$ cat src/rtl/alu_pkg.sv
// Shared definitions for the ALU result path: op encodings and the layout of a
// buffered result entry {result, sel, zero, carry, parity}.
package alu_pkg;

   typedef enum logic [1:0] {
      ALU_ADD = 2'b00,
      ALU_AND = 2'b01,
      ALU_OR  = 2'b10,
      ALU_XOR = 2'b11
   } alu_op_e;

   // Everything stored next to the result: sel (2) + zero + carry + parity.
   localparam int ENTRY_EXTRA_W = 5;

   function automatic int entry_width(input int data_w);
      return data_w + ENTRY_EXTRA_W;
   endfunction

endpackage

$ cat src/rtl/alu_fifo.sv
// Generic show-ahead FIFO: dout always shows the head entry while not empty.
// Full/empty come from an occupancy counter so the pointers can simply wrap.
module alu_fifo
   import alu_pkg::*;
#(
   parameter int DATA_W = 9,
   parameter int DEPTH  = 4
) (
   input  logic                     clk,
   input  logic                     rst,
   input  logic                     push,
   input  logic                     pop,
   input  logic [DATA_W-1:0]        din,
   output logic [DATA_W-1:0]        dout,
   output logic                     full,
   output logic                     empty,
   output logic [$clog2(DEPTH):0]   level
);

   localparam int ADDR_W = $clog2(DEPTH);
   localparam int LVL_W  = ADDR_W + 1;

   logic [DATA_W-1:0] mem [DEPTH];
   logic [ADDR_W-1:0] wr_ptr;
   logic [ADDR_W-1:0] rd_ptr;
   logic              do_push;
   logic              do_pop;

   assign full    = (level == LVL_W'(DEPTH));
   assign empty   = (level == '0);
   assign do_push = push && !full;
   assign do_pop  = pop && !empty;
   assign dout    = mem[rd_ptr];

   // Storage is deliberately left out of reset; level alone says what is valid.
   always_ff @(posedge clk) begin
      if (do_push) begin
         mem[wr_ptr] <= din;
      end
   end

   always_ff @(posedge clk or posedge rst) begin
      if (rst) begin
         wr_ptr <= '0;
         rd_ptr <= '0;
         level  <= '0;
      end else begin
         if (do_push) begin
            wr_ptr <= wr_ptr + ADDR_W'(1);
         end
         if (do_pop) begin
            rd_ptr <= rd_ptr + ADDR_W'(1);
         end
         case ({do_push, do_pop})
            2'b10:   level <= level + LVL_W'(1);
            2'b01:   level <= level - LVL_W'(1);
            default: level <= level;
         endcase
      end
   end

endmodule

$ cat src/rtl/alu_result_stage.sv
// Registered output stage behind the combinational ALU: flags each result,
// buffers it in a small FIFO and hands it downstream over valid/ready.
module alu_result_stage
   import alu_pkg::*;
#(
   parameter int WIDTH = 4,
   parameter int DEPTH = 4,
   parameter int CNT_W = 8
) (
   input  logic                     clk,
   input  logic                     rst,
   input  logic                     in_valid,
   output logic                     in_ready,
   input  logic [WIDTH-1:0]         in_a,
   input  logic [WIDTH-1:0]         in_b,
   input  logic [1:0]               in_sel,
   input  logic [WIDTH-1:0]         in_result,
   output logic                     out_valid,
   input  logic                     out_ready,
   output logic [WIDTH-1:0]         out_result,
   output logic [1:0]               out_sel,
   output logic                     out_zero,
   output logic                     out_carry,
   output logic                     out_parity,
   output logic [$clog2(DEPTH):0]   level,
   output logic [CNT_W-1:0]         op_count
);

   localparam int ENTRY_W = entry_width(WIDTH);
   localparam int LVL_W   = $clog2(DEPTH) + 1;

   logic               push;
   logic               pop;
   logic               full;
   logic               empty;
   logic [WIDTH:0]     sum;
   logic               carry;
   logic [ENTRY_W-1:0] din;
   logic [ENTRY_W-1:0] dout;
   logic [LVL_W-1:0]   level_next;
   logic [WIDTH-1:0]   head_result;
   logic [1:0]         head_sel;
   logic               head_zero;
   logic               head_carry;
   logic               head_parity;

   assign push      = in_valid && in_ready && !full;
   assign out_valid = !empty;
   assign pop       = out_valid && out_ready;

   // Carry is the add's overflow past WIDTH bits, meaningful only for ADD.
   assign sum   = {1'b0, in_a} + {1'b0, in_b};
   assign carry = (in_sel == ALU_ADD) && (sum > {1'b0, {WIDTH{1'b1}}});
   assign din   = {in_result, in_sel, (in_result == '0), carry, ^in_result};

   alu_fifo #(
      .DATA_W (ENTRY_W),
      .DEPTH  (DEPTH)
   ) u_fifo (
      .clk   (clk),
      .rst   (rst),
      .push  (push),
      .pop   (pop),
      .din   (din),
      .dout  (dout),
      .full  (full),
      .empty (empty),
      .level (level)
   );

   assign {head_result, head_sel, head_zero, head_carry, head_parity} = dout;

   assign out_result = out_valid ? head_result : '0;
   assign out_sel    = out_valid ? head_sel    : '0;
   assign out_zero   = out_valid && head_zero;
   assign out_carry  = out_valid && head_carry;
   assign out_parity = out_valid && head_parity;

   assign level_next = level + LVL_W'(push) - LVL_W'(pop);

   // in_ready is registered from the next occupancy, so a pop while full only
   // reopens the input one cycle later.
   always_ff @(posedge clk or posedge rst) begin
      if (rst) begin
         in_ready <= 1'b0;
      end else begin
         in_ready <= (level_next != LVL_W'(DEPTH));
      end
   end

   always_ff @(posedge clk or posedge rst) begin
      if (rst) begin
         op_count <= '0;
      end else if (push && (op_count != '1)) begin
         op_count <= op_count + CNT_W'(1);
      end
   end

endmodule

$ cat config.mk
export PLATFORM = sky130hd
export DESIGN_NAME = alu_result_stage
export DESIGN_NICKNAME = d
export VERILOG_FILES = /design/src/rtl/alu_pkg.sv /design/src/rtl/alu_fifo.sv /design/src/rtl/alu_result_stage.sv
export SDC_FILE = /design/constraint.sdc
export NUM_CORES = 1
export LEC_CHECK = 0
export CELL_PAD_IN_SITES_DETAIL_PLACEMENT = 1
export CELL_PAD_IN_SITES_GLOBAL_PLACEMENT = 2
export CORE_ASPECT_RATIO = 0.75
export CORE_MARGIN = 2
export CORE_UTILIZATION = 40
export DETAILED_ROUTE_END_ITERATION = 8
export MAX_ROUTING_LAYER = met4
export PLACE_DENSITY_LB_ADDON = 0.15
export SLEW_MARGIN = 30
export SYNTH_ARGS = -nofsm -noshare
export SYNTH_HDL_FRONTEND = slang
export SYNTH_HIERARCHICAL = 1
export SYNTH_SLANG_ARGS = --single-unit
$ cat constraint.sdc
create_clock -name clk -period 4 [get_ports clk]
set_input_delay 1.2 -clock clk [delete_from_list [all_inputs] [get_ports clk]]
set_output_delay 1.2 -clock clk [all_outputs]
set_load 0.02 [all_outputs]
==> impl_metrics.yaml, run 1 <==
logic_synthesis:
  synth_cells: 164
  avgSynthCellArea_um2: 15.3
  yosysWarnings: 6
  synth_seq_area_share_pct: 59.1
  synth_nets: 198
  async_flop_share_pct: 30.8
  synth-seq-cells: 52
  synth_flop_cell: "edfxtp_1"
  synth_edf_count: 36
  synth_cell_types: 44
  synth_area_um2: 2510
min_path:
  min_to: "op_count[5]"
  hold_path_depth: 1
  hp-class: "register to register"
  hold_path.startpoint: "op_count[5]"
routing:
  wl_per_cell_um: 17.6
  drtIter0Drc: 76
  vias: 1459
  drc: 0
  viasPerCell: 5.07
  dr.pass1.iters: 5
  drt_wl_total_mm: 5.08
  antenna_left: 0
final_layout:
  final_layout_size_suffix_gt1_share_pct: 15.7
  num-fill-cells: 598
  seq_area_um2: 1480
  num-nets-final: 243
  area_growth_pct: 23.5
  diodes: 0
  multi_input_area_um2: 943
  post-route-util_pct: 52.1
place:
  hpwlAfterDp_mm: 3.73
  numPortBuffers: 39
  globalplace.congestion: 0.729
critical_path:
  r2r_setup_slack_ps: 1480
  path_class: "register to primary output"
  reg2reg_from: "u_fifo/level[0]"
  required_ps: 2800
  start_kind: "register"
  rr_endpoint: "u_fifo/level[2]"
  path_max_fanout: 10
  crit_arrival_ps: 2320
  reg2regPathDepth: 11
  end_kind: "primary output"
timing:
  hold_violations: 0
  fin_skew_ps: 11.6
  finalCriticalPeriod_ps: 3520
  drv_slew: 0
  finalCritPeriodShare_pct: 88.0
  finalSetupTns_ps: 0
  worstMarginPinSlew_ps: 630
  fmax_mhz: 284
  rsz0062_at_grt: "false"
  slew_headroom_pct: 58.0
  finalSetupViolCount: 0
pwr:
  power_density_nw_per_um2: 764
  p_leak_nw: 1.19
  power_frac_seq_pct: 38.7
  p_int_mw: 1.48
  combPwrFrac_pct: 47.4
  switchingPower_uw: 890
  pwr-share-clk_pct: 14.0
  p_sw_share_pct: 37.6
  max-vdd-ir-drop_v: 0.000291
floorplanning:
  rows: 24
  die_height_um: 72.6
  die-area_um2: 6930
  initial_core_util_pct: 42.2
  ioPinCount: 40
  die_x_um: 95.4
  core_area_um2: 5950
cts:
  htree_levels: 2
  numCtsBuffers: 5
  clockRootBuffer: "clkbuf_8"
  clock_sinks: 52
  cts.reportedPaths.clkPinSlew_ps: 90
  ctsHoldBuffers: 0
  cts_tree: "built"
  clockBufferDepth: 2
  clk_latency_ps: 300
  cts_resized: 0
  post-cts-setup-buffer-count: 0
status:
  status: "completed"
flow_run:
  maxCapViolCount: 0
global_route:
  grt_pass1_wl_mm: 8.42
  grt_antenna_before_repair: 0
  grt_use_met2_pct: 25.0
  grt.met3_usage_pct: 3.10
  use_met1_pct: 24.6
  grt_max_degree: 16
  grt-busiest-layer: "met2"
  first_global_vias: 1598
  gr-total-overflow: 0
  grtUsageTotal_pct: 16.9
==> layer usage <==
metal / routed length [µm] / part of all wire [%]
met1: 2500 / 49
met2: 2450 / 48
met3: 114 / 2.2
met4: 27 / 0.53
met5: 0 / 0
==> placed cells by master, fill, tap and decap left out, types with 2 or more instances in the layout <==
cell / count
xnor2_1: 6
fa_1: 3
edfxtp_1: 36
buf_4: 2
nor2_1: 3
nor2b_1: 10
mux4_2: 9
xor2_1: 4
a21oi_1: 3
nor3_1: 2
ha_1: 13
inv_1: 16
clkbuf_8: 5
nand2_1: 6
and2_2: 4
dfrtp_1: 16
clkdlybuf4s50_1: 39
mux2_1: 4
==> logic make-up (layout without fill, tap and decap cells) <==
kind of cell             after synthesis  after routing  synth area share, %
adder cells (fa/ha/maj)               16             16                 8.88
multiplexers                          15             15                 10.9
buffers and inverters                 21             67                 3.34
XOR/XNOR                              10             10                 3.49
flip-flops                            52             52                 59.1
AO/OA/AOI/OAI                         11             11                 3.24
AND/OR/NAND/NOR                       39             39                 11.1
==> worst max-delay path, cell delays in order, from the launching register on <==
cell             delay (ps)
dfrtp_1                 750
mux4_2                  570
nor2b_1                 150
clkdlybuf4s50_1         540
==> power by group through the flow <==
stage / combinational, mW / clock (mW) / sequential, mW
final: 1.12 / 0.330 / 0.916
after global routing: 1.23 / 0.363 / 0.952
after CTS: 1.14 / 0.338 / 0.926
after detailed placement: 1.14 / 0 / 0.937
after global placement: 1.09 / 0 / 0.921
after floorplan: 0.685 / 0 / 0.919
==> area by class of cell <==
type / count / share of cell area, %
multi-input combinational: 91 / 30.5
clock inverter: 1 / 0.162
timing repair buffer: 41 / 13.1
sequential: 52 / 47.8
tap: 78 / 3.15
clock buffer: 7 / 3.15
inverter: 18 / 2.18
==> stage by stage <==
stage / hold WS (ps) / total power [mW] / worst slack, ps / cell area (µm²) / instances
finish: 546 / 2.37 / 480 / 3100 / 288
CTS: 548 / 2.41 / 399 / 3100 / 288
detailed placement: 535 / 2.07 / 642 / 3000 / 280
floorplan: 535 / 1.60 / 1350 / 2510 / 164
global route: 577 / 2.54 / 302 / 3100 / 288
global placement: 513 / 2.01 / 753 / 3000 / 280
==> registers in the layout, indices dropped and copies added, names as in the netlist <==
register / count
u_fifo/mem: 36
op_count: 8
u_fifo/level: 3
u_fifo/rd_ptr: 2
u_fifo/wr_ptr: 2
in_ready: 1
==> synthesized netlist by cell type (2+ instances only) <==
cell | number | area [µm²]
mux2_1 | 4 | 45.0
dfrtp_1 | 16 | 400
fa_1 | 3 | 60.1
mux4_2 | 9 | 203
inv_1 | 16 | 60.1
ha_1 | 13 | 163
and2_2 | 4 | 30.0
nor3_1 | 2 | 10.0
xnor2_1 | 6 | 52.6
edfxtp_1 | 36 | 1080
a21oi_1 | 3 | 15.0
xor2_1 | 4 | 35.0
nor2_1 | 3 | 11.3
nor2b_1 | 10 | 62.6
nand2_1 | 6 | 22.5
==> how the worst max path moves through the flow <==
stage	from	endpoint	slack (ps)
3_5_place_dp	in_valid	u_fifo/level[2]	640
2_1_floorplan	out_ready	in_ready	1350
6_report	u_fifo/rd_ptr[0]	out_result[1]	480
5_1_grt	u_fifo/rd_ptr[0]	out_parity	300
4_1_cts	u_fifo/rd_ptr[0]	out_parity	400
3_3_place_gp	u_fifo/rd_ptr[0]	out_parity	750
No activity file was read; power rests on OpenSTA's default activity.
==> inputs of run 2 (changes only) <==
Settings changed: PLACE_DENSITY_LB_ADDON 0.15 to 0.3, SKIP_CTS_REPAIR_TIMING set to 1.
==> impl_metrics.yaml, run 2 (synthesis gave the netlist of run 1 again) <==
status:
  status: "completed"
final_layout:
  area_growth_pct: 22.6
  largest_reg_flops: 36
  diodes: 0
  layout.cells.non_filler: 287
  top_register: "u_fifo/mem"
  num-nets-final: 242
  num-fill-cells: 576
  fin_area_um2: 3080
  mostFrequentLayoutCell: "clkdlybuf4s50_1"
  final_layout_size_suffix_gt1_share_pct: 15.3
  post-route-util_pct: 51.7
  top_regs: "u_fifo/mem (36), op_count (8), u_fifo/level (3)"
  mostFrequentLayoutCells: "clkdlybuf4s50_1, edfxtp_1, inv_1, dfrtp_1, ha_1"
min_path:
  hp-class: "register to register"
  hold_path_depth: 1
cts:
  clock_sinks: 52
  clk_latency_ps: 300
  htree_levels: 2
  clockRootBuffer: "clkbuf_8"
  numCtsBuffers: 5
  cts.reportedPaths.clkPinSlew_ps: 90
  cts_tree: "built"
  clockBufferDepth: 2
routing:
  drc: 0
  wl_per_cell_um: 17.4
  vias: 1443
  antenna_left: 0
  viasPerCell: 5.03
  dr.pass1.iters: 2
  drtIter0Drc: 45
  drt_wl_total_mm: 5.00
timing:
  post-route-worst-setup-slack_ps: 435
  slew_headroom_pct: 56.4
  finalSetupViolCount: 0
  fmax_mhz: 280
  worstMarginPinSlew_ps: 654
  rsz0062_at_grt: "false"
  holdWs_ps: 549
  finalCritPeriodShare_pct: 89.1
  drv_slew: 0
  finalCriticalPeriod_ps: 3570
  finalSetupTns_ps: 0
  fin_skew_ps: 15.8
  hold_violations: 0
critical_path:
  path_class: "register to primary output"
  crit_arrival_ps: 2370
  reg2regPathDepth: 10
  path_max_fanout: 11
  end_kind: "primary output"
  start_kind: "register"
  required_ps: 2800
pwr:
  power.total_mw: 2.33
  max-vdd-ir-drop_v: 0.000270
  p_leak_nw: 1.18
  power_density_nw_per_um2: 757
place:
  numPortBuffers: 39
  globalplace.congestion: 0.808
  hpwlAfterDp_mm: 3.80
  postPlaceCellArea_um2: 2990
  dp.cells: 279
  place_ws_ps: 661
flow_run:
  maxCapViolCount: 0
global_route:
  gr-total-overflow: 0
  grt-busiest-layer: "met2"
  use_met1_pct: 22.5
  grt_max_degree: 17
  grt.met3_usage_pct: 3.72
  grt_use_met2_pct: 27.5
  grt_antenna_before_repair: 0
  grt_pass1_wl_mm: 8.51
  first_global_vias: 1645
  grtUsageTotal_pct: 17.2
floorplanning:
  core_area_um2: 5950
  initial_core_util_pct: 42.2
  die_x_um: 95.4
  ioPinCount: 40
  die_height_um: 72.6
  die-area_um2: 6930
  rows: 24
-- run 2: cell count changes in the layout (fill, tap and decap cells not counted) --
| cell | change |
|---|---|
| buf_4 | -1 |
| clkbuf_16 | -1 |
| clkinv_2 | -1 |
| clkinv_4 | +1 |
| clkinvlp_4 | +1 |
-- run 2: final timing paths --
| kind | from | endpoint | slack, ps |
|---|---|---|---|
| worst min-delay path | op_count[5] | op_count[5] | 550 |
| worst min register to register | op_count[5] | op_count[5] | 550 |
| min in group asynchronous | rst | u_fifo/wr_ptr[0] | 1180 |
| worst max-delay path | u_fifo/rd_ptr[0] | out_result[1] | 430 |
| max in group asynchronous | rst | in_ready | 2480 |
| worst max register to register | u_fifo/level[0] | in_ready | 1150 |
-- run 2: routing by layer --
layer | share of wire [%] | vias up | wire (µm)
met5 | 0 | - | 0
li1 | - | 679 | -
met1 | 46 | 734 | 2280
met4 | 1.0 | 0 | 52
met3 | 4.0 | 5 | 202
met2 | 49 | 25 | 2460
-- run 2: critical path: stages, from the launching register on --
cell and delay [ps]:
dfrtp_1 770, mux4_2 570, nor2b_1 150, clkdlybuf4s50_1 570
-- run 2: power breakdown --
| part | internal (mW) | switching (mW) | leakage [nW] | total, mW |
|---|---|---|---|---|
| clock | 0.125 | 0.170 | 0.0414 | 0.295 |
| combinational | 0.570 | 0.544 | 0.622 | 1.11 |
| sequential | 0.740 | 0.180 | 0.514 | 0.920 |
| total | 1.43 | 0.894 | 1.18 | 2.33 |
-- run 2: final cells by class --
type	instances	area (µm²)	share of cell area, %
Clock buffer	6	72.6	2.36
Tap cell	78	97.6	3.17
Inverter	18	67.6	2.20
Timing Repair Buffer	40	398	12.9
Multi-Input combinational cell	91	943	30.7
Clock inverter	2	16.3	0.529
Sequential cell	52	1480	48.1
==> edit 1: new RTL, config.mk and constraints of run 2 <==
Put a register stage on the output `level`, cleared by the reset. The value now appears one clock later. The other outputs are not delayed to match.
--- a/src/rtl/alu_result_stage.sv
+++ b/src/rtl/alu_result_stage.sv
@@ -29,4 +29,6 @@
    localparam int ENTRY_W = entry_width(WIDTH);
    localparam int LVL_W   = $clog2(DEPTH) + 1;
+
+   logic [$clog2(DEPTH):0] level_d;
 
    logic               push;
@@ -66,5 +68,5 @@
       .full  (full),
       .empty (empty),
-      .level (level)
+      .level (level_d)
    );
 
@@ -77,5 +79,5 @@
    assign out_parity = out_valid && head_parity;
 
-   assign level_next = level + LVL_W'(push) - LVL_W'(pop);
+   assign level_next = level_d + LVL_W'(push) - LVL_W'(pop);
 
    // in_ready is registered from the next occupancy, so a pop while full only
@@ -97,4 +99,12 @@
    end
 
+   always_ff @(posedge clk or posedge rst) begin
+      if (rst) begin
+         level <= '0;
+      end else begin
+         level <= level_d;
+      end
+   end
+
 endmodule
 
Behaviour: not the same (a bounded check fails within 4 cycles, from zero or initial values and one cycle with rst high).
==> edit 1 against run 2 <==
  * Global-route usage shrank 1.8 points
  * Setup slack worse by 7.4 ps
  * Die area increased by 2.5%
  * Cell area rose by 1.7%
  * Sequential power is 2.4% higher
  * Wire length decreased by 3.2%
  * Synthesized area is 2.6% higher
  * Combinational power shrank 6%
  * Clock power fell by 2%
  * Synthesized cell count grew 1.8%
  * Total power decreased by 2.3%
  * Maximum frequency is 0.21% lower
  * Sequential cell count increased by 3
  * Count of clock-buffer cells in the layout grew 1
==> edit 1: results (changes against run 2) <==
stage,metric,value,unit,change
pwr,p_leak,1.22,nW,was 1.18 nW
global_routing,grt_pass1_vias,1579,,was 1645
global_routing,track_usage,0.154,,was 0.172
sta,skew,6.76,ps,was 15.8 ps
yosys,synth_edf_count,36,,unchanged
finish,nFillCells,624,,was 576
global_routing,grt_pass1_wl,8.04,mm,was 8.51 mm
finish,reg.largest.list,"u_fifo/mem: 36 flops, op_count: 8 flops",,"was u_fifo/mem: 36 flops, op_count: 8 flops, u_fifo/level: 3 flops"
yosys,syn_nets,201,,was 198
place,port-buffer-count,39,,unchanged
routing,firstDrtPassIters,4,,was 2
place,hpwl,3.55,mm,was 3.80 mm
yosys,synth.most_common_cell,edfxtp_1,,unchanged
place,place.gp.congestion,0.926,,was 0.808
run_status,status,finished clean,,unchanged
pwr,max-vdd-ir-drop,0.000372,V,was 0.000270 V
yosys,synthArstFlopShare,0.345,,was 0.308
yosys,yosysSeqAreaShare,0.605,,was 0.591
yosys,synthAdderAreaFrac,0.0865,,was 0.0888
routing,viasPerCell,4.83,,was 5.03
finish,layout-drive-gt1-share,0.152,,was 0.153
yosys,netlist-cell-type-count,38,,was 44
yosys,synth_area_leaders,"edfxtp_1 42%, dfrtp_1 18%, mux4_2 7.9%, ha_1 6.3%, xnor2_1 2.7%",,"was edfxtp_1 43%, dfrtp_1 16%, mux4_2 8.1%, ha_1 6.5%, nor2b_1 2.5%"
routing,initialDrtViolationCount,89,,was 45
finish,layout.nets,244,,was 242
routing,wl_per_cell,16.6,um,was 17.4 um
yosys,synthTopCellsByCount,"36 x edfxtp_1, 19 x dfrtp_1, 17 x inv_1",,"was 36 x edfxtp_1, 16 x dfrtp_1, 16 x inv_1"
yosys,synth_compound_area_frac,0.0214,,was 0.0324
sta,slew-limit-headroom,0.547,,was 0.564
yosys,synthXorXnorAreaFrac,0.0408,,was 0.0349
yosys,synth.area.mux_share,0.107,,was 0.109
global_routing,grt_max_degree,16,,was 17
==> edit 1: path summary, 6_finish.rpt <==
| check | end | slack, ps | startpoint | cells after the start |
|---|---|---|---|---|
| worst max-delay path | out_result[3] | 430 | u_fifo/rd_ptr[0] | 3 |
| worst min-delay path | op_count[0] | 530 | op_count[0] | 1 |
| worst max register to register | in_ready | 1500 | u_fifo/level[2] | 10 |
| worst min register to register | op_count[0] | 530 | op_count[0] | 1 |
| max in group asynchronous | op_count[3] | 2410 | rst | 2 |
| min in group asynchronous | u_fifo/level[1] | 1180 | rst | 2 |
==> edit 1: metrics by stage <==
stage / setup slack (ps) / hold WS, ps / instances / utilization / cell area [sq um]
2_1_floorplan: 1190 / 468 / 167 / - / 2570
3_3_place_gp: 627 / 505 / 284 / 0.487 / 3050
3_5_place_dp: 523 / 529 / 284 / 0.487 / 3050
4_1_cts: 396 / 542 / 292 / 0.500 / 3130
5_1_grt: 269 / 567 / 292 / 0.500 / 3130
6_report: 427 / 534 / 292 / 0.500 / 3130
==> edit 1: layout make-up <==
| cell class | instances | area [sq um] | area share |
|---|---|---|---|
| repair buffers | 40 | 398 | 0.127 |
| multi-input cells | 91 | 930 | 0.297 |
| clock inverters | 1 | 5.00 | 0.00160 |
| flip-flops and latches | 55 | 1560 | 0.497 |
| well taps | 81 | 101 | 0.0324 |
| inverters | 17 | 63.8 | 0.0204 |
| clock buffers | 7 | 76.3 | 0.0244 |
==> edit 1: where the power goes <==
group | internal (mW) | switching (mW) | leakage (nW)
clock | 0.123 | 0.166 | 0.0422
sequential | 0.778 | 0.165 | 0.555
combinational | 0.549 | 0.494 | 0.620
==> edit 1: worst max-delay path: stages, from the launching register on <==
cell             delay, ps
dfrtp_1                790
mux4_2                 580
nor2b_1                150
clkdlybuf4s50_1        540
==> edit 1: logic make-up (layout without fill, tap and decap cells) <==
logic type / Yosys count / after routing
xor gates and xnor gates: 12 / 12
and+or+nand+nor: 40 / 40
adders and majority gates: 16 / 16
AOI/OAI and AO/OA: 8 / 8
buffers and inverters: 21 / 65
muxes: 15 / 15
DFF: 55 / 55
==> edit 1: metal layers <==
metal	GRT usage	wire (um)
met1	0.192	2190
met2	0.253	2370
met3	0.0333	221
met4	0.0579	62
met5	-	0
==> edit 2: new RTL, settings of run 2 <==
Without the edit above. `DEPTH` is set to 4 in 2 places; all go to 2.
--- a/src/rtl/alu_fifo.sv
+++ b/src/rtl/alu_fifo.sv
@@ -5,5 +5,5 @@
 #(
    parameter int DATA_W = 9,
-   parameter int DEPTH  = 4
+   parameter int DEPTH  = 2
 ) (
    input  logic                     clk,
--- a/src/rtl/alu_result_stage.sv
+++ b/src/rtl/alu_result_stage.sv
@@ -5,5 +5,5 @@
 #(
    parameter int WIDTH = 4,
-   parameter int DEPTH = 4,
+   parameter int DEPTH = 2,
    parameter int CNT_W = 8
 ) (
Interface: changed (resized level); port bits go from 40 to 39. The function was not compared with the original's and may differ.
==> edit 2 against run 2 <==
  * Sequential cell count shrank 21
  * Setup slack gained 250 ps
  * Sequential power shrank 39%
  * Largest power group unchanged
  * Cell area shrank 32%
  * Synthesized area shrank 38%
  * Wire length shrank 35%
  * Total power shrank 31%
  * Count of clock-buffer cells in the layout shrank 1
==> edit 2: results (changes against run 2) <==
stage,metric,value,unit,change
place,dp_cells,208,,was 279
pwr,max-vdd-ir-drop,0.000436,V,was 0.000270 V
yosys,syn_nets,148,,was 198
pwr,clockPowerShare,0.184,,was 0.127
worst_setup_path,cpPeakStageDelay,650,ps,was 770 ps
global_routing,track_usage,0.167,,was 0.172
min_path,holdPathEnd,u_fifo/wr_ptr,,was op_count[5]
pwr,internal_power,1.02,mW,was 1.43 mW
place,hpwl,2.53,mm,was 3.80 mm
yosys,synth_edf_count,18,,was 36
finish,layout-drive-gt1-share,0.146,,was 0.153
pwr,power_switching,601,uW,was 894 uW
sta,tightest_slew,816,ps,was 654 ps
run_status,status,finished clean,,unchanged
clocking,clkTransAtPathRegs,60,ps,was 90 ps
worst_setup_path,cp.arrival,2120,ps,was 2370 ps
yosys,yosysSeqAreaShare,0.554,,was 0.591
routing,viasPerCell,4.81,,was 5.03
worst_setup_path,cp_max_fo,12,,was 11
place,post_dp_cell_area,0.00200,sq mm,was 0.00299 sq mm
place,port-buffer-count,38,,was 39
global_routing,grt_pass1_wl,5.37,mm,was 8.51 mm
worst_setup_path,worst-r2r-cell-count,8,,was 10
pwr,p_seq_frac,0.347,,was 0.395
yosys,synth_area_leaders,"edfxtp_1 35%, dfrtp_1 21%, mux2_2 7.9%, ha_1 7.2%, nor2b_1 4.0%",,"was edfxtp_1 43%, dfrtp_1 16%, mux4_2 8.1%, ha_1 6.5%, nor2b_1 2.5%"
global_routing,use_met3,0.0483,,was 0.0372
clocking,clock_latency,280,ps,was 300 ps
routing,wl_per_cell,15.0,um,was 17.4 um
yosys,synthArstFlopShare,0.419,,was 0.308
[edit 2: cell count changes after synthesis, sizes merged, moves of 4 or more]
| cell | delta |
|---|---|
| and2 | -4 |
| mux2 | +7 |
| inv | -6 |
| nand2 | -4 |
| mux4 | -9 |
| edfxtp | -18 |
| ha | -4 |
[edit 2: layer usage]
layer,routed length [um],up-vias
met1,1490,503
met5,0,-
met2,1560,24
met3,148,5
li1,-,506
met4,46,0
[edit 2: layout make-up]
type / instances / area (sq um)
sequential: 31 / 866
tap: 52 / 65.1
inverter: 11 / 41.3
clock buffer: 5 / 68.8
multi-input combinational: 76 / 647
clock inverter: 3 / 38.8
fill: 389 / 1600
timing repair buffer: 38 / 380
[edit 2: cell families after synthesis]
family          count (synthesis)  share of synthesized area
compound gates                  9                     0.0384
xor+xnor                       10                     0.0560
fa+ha+maj                      10                     0.0849
buf+inv                        13                     0.0320
flops                          31                      0.554
mux                            13                     0.0929
simple gates                   34                      0.142
